==> src/rtl/hazard_ctrl_if.sv <==
// Hazard-control bundle between the 5-stage datapath (master) and hazard_ctrl (slave).
// Carries stage register indices/control bits in and stall/flush/forward controls out.
interface hazard_ctrl_if;
  logic [4:0] D_Rs1, D_Rs2;
  logic [4:0] E_Rs1, E_Rs2, E_Rd;
  logic [1:0] E_ResultSrc;
  logic       E_PCSrc, E_MulOp, E_DivOp;
  logic [4:0] M_Rd, W_Rd;
  logic       M_RegWrite, W_RegWrite;
  logic       F_Stall, D_Stall, D_Flush, E_Stall, E_Flush, M_Flush;
  logic [1:0] E_ForwardA, E_ForwardB;
  logic       mdu_start, mdu_busy;

  modport master (
    output D_Rs1, D_Rs2, E_Rs1, E_Rs2, E_Rd, E_ResultSrc, E_PCSrc, E_MulOp, E_DivOp,
           M_Rd, W_Rd, M_RegWrite, W_RegWrite,
    input  F_Stall, D_Stall, D_Flush, E_Stall, E_Flush, M_Flush, E_ForwardA, E_ForwardB,
           mdu_start, mdu_busy
  );

  modport slave (
    input  D_Rs1, D_Rs2, E_Rs1, E_Rs2, E_Rd, E_ResultSrc, E_PCSrc, E_MulOp, E_DivOp,
           M_Rd, W_Rd, M_RegWrite, W_RegWrite,
    output F_Stall, D_Stall, D_Flush, E_Stall, E_Flush, M_Flush, E_ForwardA, E_ForwardB,
           mdu_start, mdu_busy
  );
endinterface

==> src/rtl/hazard_ctrl.sv <==
// Stall/flush/forwarding controller for the 5-stage RV32 pipeline, including the
// multi-cycle MUL/DIV sequencer that holds ID/EX and bubbles EX/MEM while the MDU works.
module hazard_ctrl #(
  parameter int MUL_CYCLES = 3,
  parameter int DIV_CYCLES = 32,
  parameter int CNT_W      = 6
) (
  input logic         clk,
  input logic         rst,
  hazard_ctrl_if.slave hz
);

  typedef enum logic {IDLE, BUSY} state_e;

  localparam bit             MUL_MULTI = (MUL_CYCLES > 1);
  localparam bit             DIV_MULTI = (DIV_CYCLES > 1);
  localparam logic [CNT_W-1:0] MUL_LOAD = CNT_W'(MUL_MULTI ? MUL_CYCLES - 2 : 0);
  localparam logic [CNT_W-1:0] DIV_LOAD = CNT_W'(DIV_MULTI ? DIV_CYCLES - 2 : 0);

  state_e           state_q, state_d;
  logic [CNT_W-1:0] cnt_q, cnt_d;

  logic             load_use, mdu_req, mdu_multi;
  logic [CNT_W-1:0] mdu_load;
  logic             stall, f_stall, d_stall, d_flush, e_flush, m_flush, start, busy;

  function automatic logic [1:0] fwd_sel(input logic [4:0] rs);
    if (rs != 5'd0 && hz.M_RegWrite && hz.M_Rd == rs)      return 2'b10;
    else if (rs != 5'd0 && hz.W_RegWrite && hz.W_Rd == rs) return 2'b01;
    else                                                   return 2'b00;
  endfunction

  assign load_use  = (hz.E_ResultSrc == 2'b01) && (hz.E_Rd != 5'd0) &&
                     ((hz.E_Rd == hz.D_Rs1) || (hz.E_Rd == hz.D_Rs2));
  assign mdu_req   = hz.E_MulOp | hz.E_DivOp;
  assign mdu_multi = hz.E_DivOp ? DIV_MULTI : MUL_MULTI;
  assign mdu_load  = hz.E_DivOp ? DIV_LOAD  : MUL_LOAD;

  always_comb begin
    state_d = state_q;
    cnt_d   = cnt_q;
    stall   = 1'b0;
    f_stall = 1'b0;
    d_stall = 1'b0;
    d_flush = 1'b0;
    e_flush = 1'b0;
    m_flush = 1'b0;
    start   = 1'b0;
    busy    = 1'b0;
    case (state_q)
      IDLE: begin
        // An MDU op in EX excludes load/branch there, so hazard detection only runs otherwise;
        // this also guarantees E_Flush is never raised in the accept cycle.
        if (mdu_req) begin
          start = 1'b1;
          if (mdu_multi) begin
            stall   = 1'b1;
            m_flush = 1'b1;
            cnt_d   = mdu_load;
            state_d = BUSY;
          end
        end else if (hz.E_PCSrc) begin
          d_flush = 1'b1;
          e_flush = 1'b1;
        end else if (load_use) begin
          f_stall = 1'b1;
          d_stall = 1'b1;
          e_flush = 1'b1;
        end
      end
      BUSY: begin
        busy = 1'b1;
        if (cnt_q != '0) begin
          stall   = 1'b1;
          m_flush = 1'b1;
          cnt_d   = cnt_q - CNT_W'(1);
        end else begin
          state_d = IDLE;
        end
      end
      default: state_d = IDLE;
    endcase
  end

  always_ff @(posedge clk) begin
    if (rst) begin
      state_q <= IDLE;
      cnt_q   <= '0;
    end else begin
      state_q <= state_d;
      cnt_q   <= cnt_d;
    end
  end

  // Outputs are gated by rst so stalls drop in the same cycle reset is raised.
  assign hz.F_Stall    = !rst && (f_stall | stall);
  assign hz.D_Stall    = !rst && (d_stall | stall);
  assign hz.D_Flush    = !rst && d_flush;
  assign hz.E_Stall    = !rst && stall;
  assign hz.E_Flush    = !rst && e_flush;
  assign hz.M_Flush    = !rst && m_flush;
  assign hz.mdu_start  = !rst && start;
  assign hz.mdu_busy   = !rst && busy;
  assign hz.E_ForwardA = rst ? 2'b00 : fwd_sel(hz.E_Rs1);
  assign hz.E_ForwardB = rst ? 2'b00 : fwd_sel(hz.E_Rs2);

endmodule

==> src/flat_wrapper.sv <==
// flat-port wrapper written by rule: the top's interface ports become plain ports
module hazard_ctrl_flat 
#(
  parameter int MUL_CYCLES = 3,
  parameter int DIV_CYCLES = 32,
  parameter int CNT_W      = 6
)
  (clk, rst, hz_D_Rs1, hz_D_Rs2, hz_E_Rs1, hz_E_Rs2, hz_E_Rd, hz_E_ResultSrc, hz_E_PCSrc, hz_E_MulOp, hz_E_DivOp, hz_M_Rd, hz_W_Rd, hz_M_RegWrite, hz_W_RegWrite, hz_F_Stall, hz_D_Stall, hz_D_Flush, hz_E_Stall, hz_E_Flush, hz_M_Flush, hz_E_ForwardA, hz_E_ForwardB, hz_mdu_start, hz_mdu_busy);
  hazard_ctrl_if hz_i ();
  input logic clk;
  input logic rst;
  input wire logic [$bits(hz_i.D_Rs1)-1:0] hz_D_Rs1;
  input wire logic [$bits(hz_i.D_Rs2)-1:0] hz_D_Rs2;
  input wire logic [$bits(hz_i.E_Rs1)-1:0] hz_E_Rs1;
  input wire logic [$bits(hz_i.E_Rs2)-1:0] hz_E_Rs2;
  input wire logic [$bits(hz_i.E_Rd)-1:0] hz_E_Rd;
  input wire logic [$bits(hz_i.E_ResultSrc)-1:0] hz_E_ResultSrc;
  input wire logic [$bits(hz_i.E_PCSrc)-1:0] hz_E_PCSrc;
  input wire logic [$bits(hz_i.E_MulOp)-1:0] hz_E_MulOp;
  input wire logic [$bits(hz_i.E_DivOp)-1:0] hz_E_DivOp;
  input wire logic [$bits(hz_i.M_Rd)-1:0] hz_M_Rd;
  input wire logic [$bits(hz_i.W_Rd)-1:0] hz_W_Rd;
  input wire logic [$bits(hz_i.M_RegWrite)-1:0] hz_M_RegWrite;
  input wire logic [$bits(hz_i.W_RegWrite)-1:0] hz_W_RegWrite;
  output wire logic [$bits(hz_i.F_Stall)-1:0] hz_F_Stall;
  output wire logic [$bits(hz_i.D_Stall)-1:0] hz_D_Stall;
  output wire logic [$bits(hz_i.D_Flush)-1:0] hz_D_Flush;
  output wire logic [$bits(hz_i.E_Stall)-1:0] hz_E_Stall;
  output wire logic [$bits(hz_i.E_Flush)-1:0] hz_E_Flush;
  output wire logic [$bits(hz_i.M_Flush)-1:0] hz_M_Flush;
  output wire logic [$bits(hz_i.E_ForwardA)-1:0] hz_E_ForwardA;
  output wire logic [$bits(hz_i.E_ForwardB)-1:0] hz_E_ForwardB;
  output wire logic [$bits(hz_i.mdu_start)-1:0] hz_mdu_start;
  output wire logic [$bits(hz_i.mdu_busy)-1:0] hz_mdu_busy;
  assign hz_i.D_Rs1 = hz_D_Rs1;
  assign hz_i.D_Rs2 = hz_D_Rs2;
  assign hz_i.E_Rs1 = hz_E_Rs1;
  assign hz_i.E_Rs2 = hz_E_Rs2;
  assign hz_i.E_Rd = hz_E_Rd;
  assign hz_i.E_ResultSrc = hz_E_ResultSrc;
  assign hz_i.E_PCSrc = hz_E_PCSrc;
  assign hz_i.E_MulOp = hz_E_MulOp;
  assign hz_i.E_DivOp = hz_E_DivOp;
  assign hz_i.M_Rd = hz_M_Rd;
  assign hz_i.W_Rd = hz_W_Rd;
  assign hz_i.M_RegWrite = hz_M_RegWrite;
  assign hz_i.W_RegWrite = hz_W_RegWrite;
  assign hz_F_Stall = hz_i.F_Stall;
  assign hz_D_Stall = hz_i.D_Stall;
  assign hz_D_Flush = hz_i.D_Flush;
  assign hz_E_Stall = hz_i.E_Stall;
  assign hz_E_Flush = hz_i.E_Flush;
  assign hz_M_Flush = hz_i.M_Flush;
  assign hz_E_ForwardA = hz_i.E_ForwardA;
  assign hz_E_ForwardB = hz_i.E_ForwardB;
  assign hz_mdu_start = hz_i.mdu_start;
  assign hz_mdu_busy = hz_i.mdu_busy;
  hazard_ctrl #(.MUL_CYCLES(MUL_CYCLES), .DIV_CYCLES(DIV_CYCLES), .CNT_W(CNT_W)) u_core (.clk(clk), .rst(rst), .hz(hz_i));
endmodule
==> config.mk <==
export PLATFORM = sky130hd
export DESIGN_NAME = hazard_ctrl_flat
export DESIGN_NICKNAME = d
export VERILOG_FILES = /design/src/rtl/hazard_ctrl_if.sv /design/src/rtl/hazard_ctrl.sv /design/src/flat_wrapper.sv
export SDC_FILE = /design/constraint.sdc
export NUM_CORES = 1
export LEC_CHECK = 0
export ABC_CLOCK_PERIOD_IN_PS = 1600
export BUFFER_PORTS_ARGS = -buffer_cell sky130_fd_sc_hd__buf_2
export CAP_MARGIN = 30
export CELL_PAD_IN_SITES_DETAIL_PLACEMENT = 1
export CELL_PAD_IN_SITES_GLOBAL_PLACEMENT = 2
export CORE_MARGIN = 2
export CORE_UTILIZATION = 20
export CTS_BUF_LIST = sky130_fd_sc_hd__clkbuf_8
export DETAILED_ROUTE_END_ITERATION = 16
export PLACE_DENSITY = 0.84
export SYNTH_ARGS = -nofsm -noshare
export SYNTH_HDL_FRONTEND = slang
export SYNTH_SLANG_ARGS = --single-unit
==> constraint.sdc <==
create_clock -name clk -period 1.6 [get_ports clk]
set_clock_uncertainty 0.2 [all_clocks]
set_input_delay 0.16 -clock clk [delete_from_list [all_inputs] [get_ports clk]]
set_output_delay 0.16 -clock clk [all_outputs]
set_load 0.02 [all_outputs]
== Yosys cells after proc, flatten, opt, wreduce, memory -nomap -nowiden ==
Cells that the tools add are included.

* Register bits after elaboration: 7
* Output and inout port bits: 12

* Add/subtract/negate cells: 1
* Equal/unequal tests: 9
* Mux-type cells: 25
* Bitwise operators: 3
* Reduce and logical (&&, ||, !) cells: 23

{| class="wikitable"
|+ Operators by type and width
! kind !! number
|-
| == test 5 bit || 6
|-
| logical AND 1 bit || 16
|-
| 2-to-1 mux 1 bit || 16
|-
| nonzero test 5 bit || 3
|-
| 2-to-1 mux 6 bit || 2
|-
| one-hot mux 6 bit (2 select lines) || 1
|-
| 2-to-1 mux 2 bit || 4
|-
| nonzero test 6 bit || 1
|-
| subtractor 6 x 1 -> 6 bit, second input constant || 1
|-
| 2-to-1 mux 5 bit || 1
|-
| == test 2 x 1 -> 1 bit, second input constant || 1
|-
| inequality test 2 x 1 -> 1 bit, second input constant || 1
|-
| inequality test 2 bit, second input constant || 1
|-
| bitwise OR 1 bit || 2
|-
| one-hot mux 1 bit (2 select lines) || 1
|-
| AND reduction 2 bit || 1
|-
| logical NOT 1 bit || 1
|-
| logical OR 1 bit || 1
|-
| inverter 1 bit || 1
|}

== Logic depth before layout (Yosys ltp) ==
Gate-level depths: netlist (run 1).

* Depth in word-level cells: 9
* Depth in mapped cells: 6
* Depth with buffers taken out: 5

== Least setup slack after synthesis (run 1) ==
No wires, ideal clock.

* Path type: register to output
* From: reg u_core.cnt_q[0]
* To: out hz_F_Stall
* Arrival time: 1.966 ns
* Required time: 1.240 ns
* Path slack: -0.726 ns
* Cell stages (with the launch flop): 7
* Cell sequence: dfxtp_1 inv_1 ha_1 and3_1 nor3_1 o21bai_1 buf_4

* Cells in the longest elaborated chain, start to end: 5

{| class="wikitable"
|+ RTL lines
! element !! RTL line !! RTL
|-
| from (decl) || hazard_ctrl.sv:21 || <nowiki>logic [CNT_W-1:0] cnt_q, cnt_d;</nowiki>
|-
| from (signal assigned) || hazard_ctrl.sv:91 || <nowiki>cnt_q <= cnt_d;</nowiki>
|-
| nonzero test 6 bit || hazard_ctrl.sv:73 || <nowiki>if (cnt_q != '0) begin</nowiki>
|-
| 2-to-1 mux 1 bit || hazard_ctrl.sv:73 ||
|-
| one-hot mux 1 bit (2 select lines) || hazard_ctrl.sv:50 || <nowiki>case (state_q)</nowiki>
|-
| bitwise OR 1 bit || n/a ||
|-
| logical AND 1 bit || n/a ||
|-
| to (decl) || flat_wrapper.sv:25 || <nowiki>output wire logic [$bits(hz_i.F_Stall)-1:0] hz_F_Stall;</nowiki>
|}

Every way passes these cells.

== Final worst setup path (run 1) ==
* From: reg u_core.state_q
* To: out hz_D_Stall

* Cells in the longest elaborated chain, start to end: 4
* Elaborated cells on any way between the ends: 5
* Classes of those cells: mux (2); bitwise (2); reduce/logical (1)

{| class="wikitable"
|+ RTL lines
! element !! RTL line !! RTL
|-
| from (decl) || hazard_ctrl.sv:20 || <nowiki>state_e state_q, state_d;</nowiki>
|-
| from (signal assigned) || hazard_ctrl.sv:90 || <nowiki>state_q <= state_d;</nowiki>
|-
| inverter 1 bit || hazard_ctrl.sv:50 ||
|-
| one-hot mux 1 bit (2 select lines) || hazard_ctrl.sv:50 ||
|-
| bitwise OR 1 bit * || hazard_ctrl.sv:97 || <nowiki>assign hz.D_Stall = !rst && (d_stall | stall);</nowiki>
|-
| logical AND 1 bit * || hazard_ctrl.sv:97 ||
|-
| to (decl) || flat_wrapper.sv:26 || <nowiki>output wire logic [$bits(hz_i.D_Stall)-1:0] hz_D_Stall;</nowiki>
|}

Mark *: on every way between the ends. The rest lies on a longest branch, timed or not.

==> results.py, run 1 <==
metrics = {
    "power_and_ir_drop": {
        "ir_worst_vdd_mv": 0.2195,
        "powerDensity_nw_per_um2": 591.3,
        "p_total_uw": 1079,
        "p_leak_uw": 0.0007983,
    },
    "routing": {
        "drt-wirelength-per-cell_um": 13.03,
        "vias": 1195,
        "drc": 0,
        "drt_iter0_drc": 27,
        "finalWirelength_mm": 3.374,
        "detail-route-antenna-nets": 0,
        "drtPass1Iterations": 2,
        "vias_per_cell": 4.614,
    },
    "yosys": {
        "ys_warn_count": 0,
        "synth_top_family_by_area": "simple AND/OR/NAND/NOR gates",
        "syn_area_per_cell_sq_um": 7.979,
        "synth.distinct_cells": 36,
        "postSynthCellCount": 114,
        "synth_fp_nets": 160,
        "synthAdderAreaFrac": 0.02751,
        "yosys_register_bits": 7,
        "synth_simple_gate_area_frac": 0.3329,
        "synth_compound_area_frac": 0.1389,
        "synth-xor-area-share": 0.2889,
        "synth_area_sq_um": 909.6,
        "synthMuxAreaShare": 0.01100,
        "yosysSeqAreaShare": 0.1541,
    },
    "die": {
        "die_area_sq_um": 5104,
        "die_w_um": 71.44,
        "io_pins": 56,
        "rows": 24,
        "initial_core_util": 0.2089,
        "core_sq_um": 4354,
        "die_y_um": 71.44,
    },
    "global_routing": {
        "busiest_layer": "met2",
        "globalRoute.totalOverflow": 0,
        "grtUsageMet3": 0.02813,
        "grt_pass1_vias": 1264,
        "antenna_found_initial": 0,
        "grt_max_degree": 15,
        "grt_pass1_wl_mm": 5.464,
        "use_met1": 0.1338,
        "grtUsageTotal": 0.1340,
        "grt.met2_usage": 0.2850,
    },
    "run_status": {
        "violations": "setup timing",
        "outcome": "finished with violations",
    },
    "clocking": {
        "clock_path_buffers": 2,
        "h-tree-depth": 1,
        "cts.sinks": 7,
        "clkTransAtPathRegs_ns": 0.04,
        "cts_hold_buf": 0,
        "cts_buffers": 3,
        "clk_latency_ns": 0.23,
        "tritoncts": "built",
        "root_buffer": "clkbuf_8",
    },
    "setup_path": {
        "timing.rr.end": "u_core.cnt_q[0]$_SDFFE_PP0P_",
        "critPathLaunchType": "flip-flop",
        "r2r_cells": 6,
        "reg2reg_from": "u_core.cnt_q[0]$_SDFFE_PP0P_",
        "cp-end-kind": "output port",
        "r2r_slack_ns": 0.07,
        "crit_arrival_ns": 1.56,
        "critPathMaxFanout": 2,
        "critPathKind": "flip-flop to output port",
        "critPathRequiredTime_ns": 1.24,
    },
    "placed_design": {
        "portBuffers": 55,
        "dpl_cell_area_sq_um": 1567,
        "hpwl_mm": 2.734,
        "place.gp.congestion": 0.7845,
    },
    "flow_run": {
        "drv_cap": 0,
    },
    "cells_and_area": {
        "antenna_cells": 0,
        "fin_nets": 254,
        "nFillCells": 528,
        "drive_above_1_share": 0.6087,
        "fin_util": 0.4190,
        "fin_area_sq_um": 1824,
        "area_growth_pct": 100.6,
    },
    "sta": {
        "fin_setup_tns_ns": -1.500,
        "max_slew_margin": 0.7914,
        "maxSlewViolCount": 0,
        "grt_setup_unrepaired": "true",
        "setup_viol": 9,
        "worst_pin_slew_ns": 0.3106,
        "layout_setup_ws_ns": -0.3237,
        "post-route-min-period_ns": 1.924,
        "finalCritPeriodShare": 1.202,
        "hold_viol_final": 0,
        "fmax_mhz": 519.8,
    },
    "hold_path": {
        "min_from": "hz_E_MulOp",
        "holdCritPathClass": "input port to flip-flop",
        "hold_end": "u_core.cnt_q[3]$_SDFFE_PP0P_",
        "holdPathStages": 3,
    },
}
-- routing by layer --
| metal | vias up | wire length, um | part of all wire |
|---|---|---|---|
| met3 | 2 | 200 | 0.059 |
| met4 | 0 | 16 | 0.0047 |
| met2 | 39 | 1954 | 0.58 |
| li1 | 595 | - | - |
| met5 | - | 0 | 0 |
| met1 | 559 | 1203 | 0.36 |
-- metrics by stage --
step / std cells / worst slack, ns / hold slack [ns]
global placement: 251 / -0.2111 / 0.2854
floorplan: 114 / -0.1744 / 0.02853
global route: 259 / -0.3908 / 0.1682
CTS: 257 / -0.3484 / 0.1588
finish: 259 / -0.3237 / 0.1503
detailed placement: 251 / -0.2812 / 0.3003
-- synth_stat cells --
| cell | number | area share |
|---|---|---|
| a2111oi_2 | 1 | 0.017 |
| a21boi_0 | 1 | 0.0083 |
| a21boi_1 | 1 | 0.0083 |
| a21oi_1 | 7 | 0.039 |
| a221oi_1 | 1 | 0.0096 |
| a22oi_1 | 1 | 0.0083 |
| a31oi_1 | 1 | 0.0069 |
| and3_1 | 1 | 0.0069 |
| buf_2 | 1 | 0.0055 |
| buf_4 | 2 | 0.017 |
| clkbuf_1 | 1 | 0.0041 |
| dfxtp_1 | 7 | 0.15 |
| ha_1 | 2 | 0.028 |
| inv_1 | 5 | 0.021 |
| mux2i_1 | 1 | 0.011 |
| nand2_1 | 3 | 0.012 |
| nand2b_1 | 1 | 0.0069 |
| nand3_1 | 3 | 0.017 |
| nand3b_1 | 2 | 0.017 |
| nand4_1 | 4 | 0.028 |
| nand4b_1 | 1 | 0.0096 |
| nor2_1 | 7 | 0.029 |
| nor2_4 | 2 | 0.025 |
| nor2b_1 | 5 | 0.034 |
| nor3_1 | 7 | 0.039 |
| nor4_1 | 2 | 0.014 |
| nor4_2 | 4 | 0.055 |
| o21a_1 | 1 | 0.0083 |
| o21ai_0 | 2 | 0.011 |
| o21ai_1 | 1 | 0.0055 |
| o21bai_1 | 1 | 0.0083 |
| o41ai_1 | 1 | 0.0096 |
| or4_1 | 2 | 0.017 |
| or4_4 | 2 | 0.025 |
| xnor2_1 | 16 | 0.15 |
| xor2_1 | 14 | 0.13 |
-- cells in the final DEF, fill, tap and decap left out, types with 2 or more instances in the layout --
cell type / instances
nor4_4: 6
nor2b_1: 3
xor2_1: 14
dfxtp_1: 3
buf_2: 41
nor3_1: 6
inv_2: 2
nor2_4: 2
nor2b_4: 2
clkbuf_8: 3
xnor2_1: 13
nor2_1: 7
buf_4: 36
a21oi_1: 7
o21ai_0: 2
nand3_1: 3
nand3b_1: 2
buf_6: 16
inv_1: 4
nand4_1: 4
nand2_1: 3
dfxtp_2: 4
xnor2_2: 3
or4_4: 3
-- sequential cells by signal, indices dropped and copies added, names as in the netlist --
register	count
u_core.cnt_q	6
u_core.state_q	1
-- where the power goes --
| group | leakage (uW) | total (uW) | internal [uW] | switching (uW) |
|---|---|---|---|---|
| sequential | 0.0000593 | 221 | 200 | 20.4 |
| combinational | 0.000712 | 602 | 324 | 279 |
| clock | 0.0000269 | 256 | 167 | 88.8 |
| total | 0.000798 | 1080 | 691 | 388 |
-- cell type report --
class	count	area [sq um]	share of cell area
clock buffer	3	41.29	0.02263
clock inverter	1	3.754	0.002058
inverter	5	18.77	0.01029
multi-input combinational	98	894.6	0.4904
sequential	7	145.1	0.07956
tap	52	65.06	0.03567
timing repair buffer	93	655.6	0.3594
-- kinds of logic (layout without fill, tap and decap cells) --
kind of cell,Yosys count,in the layout
adder cells (fa/ha/maj),2,2
AND/OR/NAND/NOR,46,46
buffers and inverters,9,102
XOR/XNOR,30,30
multiplexers,1,1
AO/OA/AOI/OAI,19,19
flip-flops,7,7
-- critical path, cell delays in order, from the launching register on --
cell and delay [ns]:
dfxtp_2 0.33, nor4_4 0.15, o21ai_1 0.12, or4_4 0.44
o21bai_4 0.16, buf_6 0.14
-- worst max-delay path by stage --
stage,startpoint,end,slack (ns),cells after the start
2_1_floorplan,u_core.state_q$_SDFF_PP0_,hz_F_Stall,-0.17,5
3_3_place_gp,hz_E_MulOp,hz_F_Stall,-0.21,6
3_5_place_dp,hz_E_MulOp,hz_D_Stall,-0.28,6
4_1_cts,u_core.state_q$_SDFF_PP0_,hz_D_Stall,-0.35,5
5_1_grt,u_core.state_q$_SDFF_PP0_,hz_D_Stall,-0.39,5
6_report,u_core.state_q$_SDFF_PP0_,hz_D_Stall,-0.32,5
-- what timing repair did --
action	in CTS	in global routing
buffers inserted	2	3
setup endpoints to repair	14	11
resized for setup	36	4
pin swaps	8	6
gates cloned	0	0
Power figures use the tool's default switching activity.
==> inputs of run 2 (changes only) <==
--- a/config.mk
+++ b/config.mk
@@ -5,7 +5,7 @@
 export SDC_FILE = /design/constraint.sdc
 export NUM_CORES = 1
 export LEC_CHECK = 0
-export ABC_CLOCK_PERIOD_IN_PS = 1600
+export ABC_CLOCK_PERIOD_IN_PS = 1700
 export BUFFER_PORTS_ARGS = -buffer_cell sky130_fd_sc_hd__buf_2
 export CAP_MARGIN = 30
 export CELL_PAD_IN_SITES_DETAIL_PLACEMENT = 1
==> constraint.sdc (replaced) <==
create_clock -name clk -period 1.7 [get_ports clk]
set_clock_uncertainty 0.2 [all_clocks]
set_input_delay 0.17 -clock clk [delete_from_list [all_inputs] [get_ports clk]]
set_output_delay 0.17 -clock clk [all_outputs]
set_load 0.02 [all_outputs]
==> run 2 against run 1 <==
  * The flow still finishes with violations (setup timing)
  * Global-route usage shrank 0.28 points
  * Worst setup slack gained 0.091 ns
  * Final area decreased by 3.2%
  * First-iteration DRC count is 15% lower
  * Highest routed layer unchanged
  * Routed wire length increased by 2.4%
  * Die area did not move
  * Hold slack better by 0.012 ns
  * Sequential power down 5%
  * Count of clock-buffer cells in the layout stayed put
  * Clock power decreased by 7%
  * Via count is 2.2% lower
==> results.py, run 2 (synthesized netlist as in run 1, its figures left out) <==
metrics = {
    "run_status": {
        "outcome": "finished with violations",
        "violations": "setup timing",
    },
    "clocking": {
        "clk_latency_ns": 0.23,
        "cts_buffers": 3,
        "clkTransAtPathRegs_ns": 0.04,
        "h-tree-depth": 1,
        "cts.sinks": 7,
        "tritoncts": "built",
        "clock_path_buffers": 2,
        "root_buffer": "clkbuf_8",
    },
    "die": {
        "die_area_sq_um": 5104,
        "io_pins": 56,
        "initial_core_util": 0.2089,
        "rows": 24,
        "die_w_um": 71.44,
        "core_sq_um": 4354,
        "die_y_um": 71.44,
    },
    "routing": {
        "drt_iter0_drc": 23,
        "vias": 1169,
        "drc": 0,
        "finalWirelength_mm": 3.454,
        "detail-route-antenna-nets": 0,
        "vias_per_cell": 4.676,
        "drt-wirelength-per-cell_um": 13.82,
        "drtPass1Iterations": 4,
    },
    "setup_path": {
        "critPathKind": "flip-flop to output port",
        "r2r_cells": 6,
        "crit_arrival_ns": 1.56,
        "cp-end-kind": "output port",
        "r2r_slack_ns": 0.13,
        "critPathRequiredTime_ns": 1.33,
        "reg2reg_from": "u_core.cnt_q[1]$_SDFFE_PP0P_",
        "timing.rr.end": "u_core.cnt_q[0]$_SDFFE_PP0P_",
        "critPathMaxFanout": 2,
        "critPathLaunchType": "flip-flop",
    },
    "cells_and_area": {
        "largest_reg_flops": 6,
        "largest_register": "u_core.cnt_q",
        "drive_above_1_share": 0.6010,
        "fin_util": 0.4055,
        "fin_nets": 245,
        "final_cell_mix": "42 x buf_2, 29 x buf_4, 14 x xor2_1",
        "antenna_cells": 0,
        "final_common_cell": "buf_2",
        "reg_top3": "u_core.cnt_q x6, u_core.state_q x1",
        "area_growth_pct": 94.09,
    },
    "power_and_ir_drop": {
        "p_total_uw": 973.1,
        "p_switching_uw": 358.7,
        "ir_worst_vdd_mv": 0.2105,
        "powerDensity_nw_per_um2": 551.2,
        "swShare": 0.3686,
        "pwr-share-clk": 0.244,
        "p_int_uw": 614.4,
        "combPwrFrac": 0.540,
        "p_leak_uw": 0.0007674,
        "seqPwrFrac": 0.217,
    },
    "sta": {
        "layout_setup_ws_ns": -0.2326,
        "maxSlewViolCount": 0,
        "whs_ns": 0.1621,
        "max_slew_margin": 0.7963,
        "grt_setup_unrepaired": "true",
        "setup_viol": 8,
        "finalCritPeriodShare": 1.137,
        "post-route-min-period_ns": 1.933,
        "hold_viol_final": 0,
        "worst_pin_slew_ns": 0.3055,
        "fmax_mhz": 517.4,
    },
    "placed_design": {
        "portBuffers": 55,
        "place.gp.congestion": 0.7711,
        "dpl_worst_slack_ns": -0.1667,
        "hpwl_mm": 2.765,
    },
    "global_routing": {
        "globalRoute.totalOverflow": 0,
        "grtUsageTotal": 0.1312,
        "grt_max_degree": 15,
        "grt_pass1_wl_mm": 5.333,
        "antenna_found_initial": 0,
        "grt_pass1_vias": 1234,
    },
    "hold_path": {
        "holdCritPathClass": "input port to flip-flop",
        "hold_end": "u_core.cnt_q[3]$_SDFFE_PP0P_",
        "min_from": "hz_E_MulOp",
        "holdPathStages": 3,
    },
    "flow_run": {
        "drv_cap": 0,
    },
}
## run 2: how the worst max path moves through the flow
stage | from | cells past startpoint | to
finish | u_core.state_q$_SDFF_PP0_ | 5 | hz_D_Stall
global route | u_core.state_q$_SDFF_PP0_ | 5 | hz_D_Stall
CTS | u_core.state_q$_SDFF_PP0_ | 5 | hz_D_Stall
detailed placement | hz_E_MulOp | 6 | hz_D_Stall
global placement | rst | 6 | hz_F_Stall
floorplan | u_core.cnt_q[0]$_SDFFE_PP0P_ | 6 | hz_F_Stall
## run 2: metrics by stage
stage	setup TNS [ns]	instances	instance area (sq um)
after floorplan	-0.1003	114	985.9
after global placement	-0.4927	239	1464
after detailed placement	-0.5973	239	1464
after CTS	-1.125	252	1683
after global routing	-1.535	250	1765
final	-0.8539	250	1765
## run 2: timing repair
item / CTS / global route
buffers inserted: 10 / 1
hold buffers: 0 / 0
resized for setup: 24 / 21
pin swaps: 10 / 6
setup endpoints to repair: 11 / 11
## run 2: layer usage
layer	wire length, um	vias to the layer above	track usage
met5	0	-	0
met4	53	0	0.05031
met3	256	5	0.01266
met2	1777	59	0.2490
met1	1366	530	0.1495
li1	-	575	-
## run 2: final cells by class
cell class	count	area, sq um
clock buffer	3	41.29
clock inverter	1	3.754
fill	528	2589
inverter	5	18.77
multi-input combinational	98	917.1
sequential	7	145.1
tap	52	65.06
timing repair buffer	84	574.3
## run 2: worst max-delay path: stages, from the launching register on
cell and delay, ns:
dfxtp_2 0.32, nor4_4 0.16, o21ai_2 0.09, or4_4 0.43
o21bai_4 0.18, buf_6 0.14
## run 2: power by group through the flow
stage / Clock [uW] / Combinational, uW / Sequential [uW]
2_1_floorplan: 0 / 248 / 207
3_3_place_gp: 0 / 426 / 208
3_5_place_dp: 0 / 438 / 207
4_1_cts: 239 / 500 / 210
5_1_grt: 244 / 575 / 212
6_report: 237 / 525 / 211
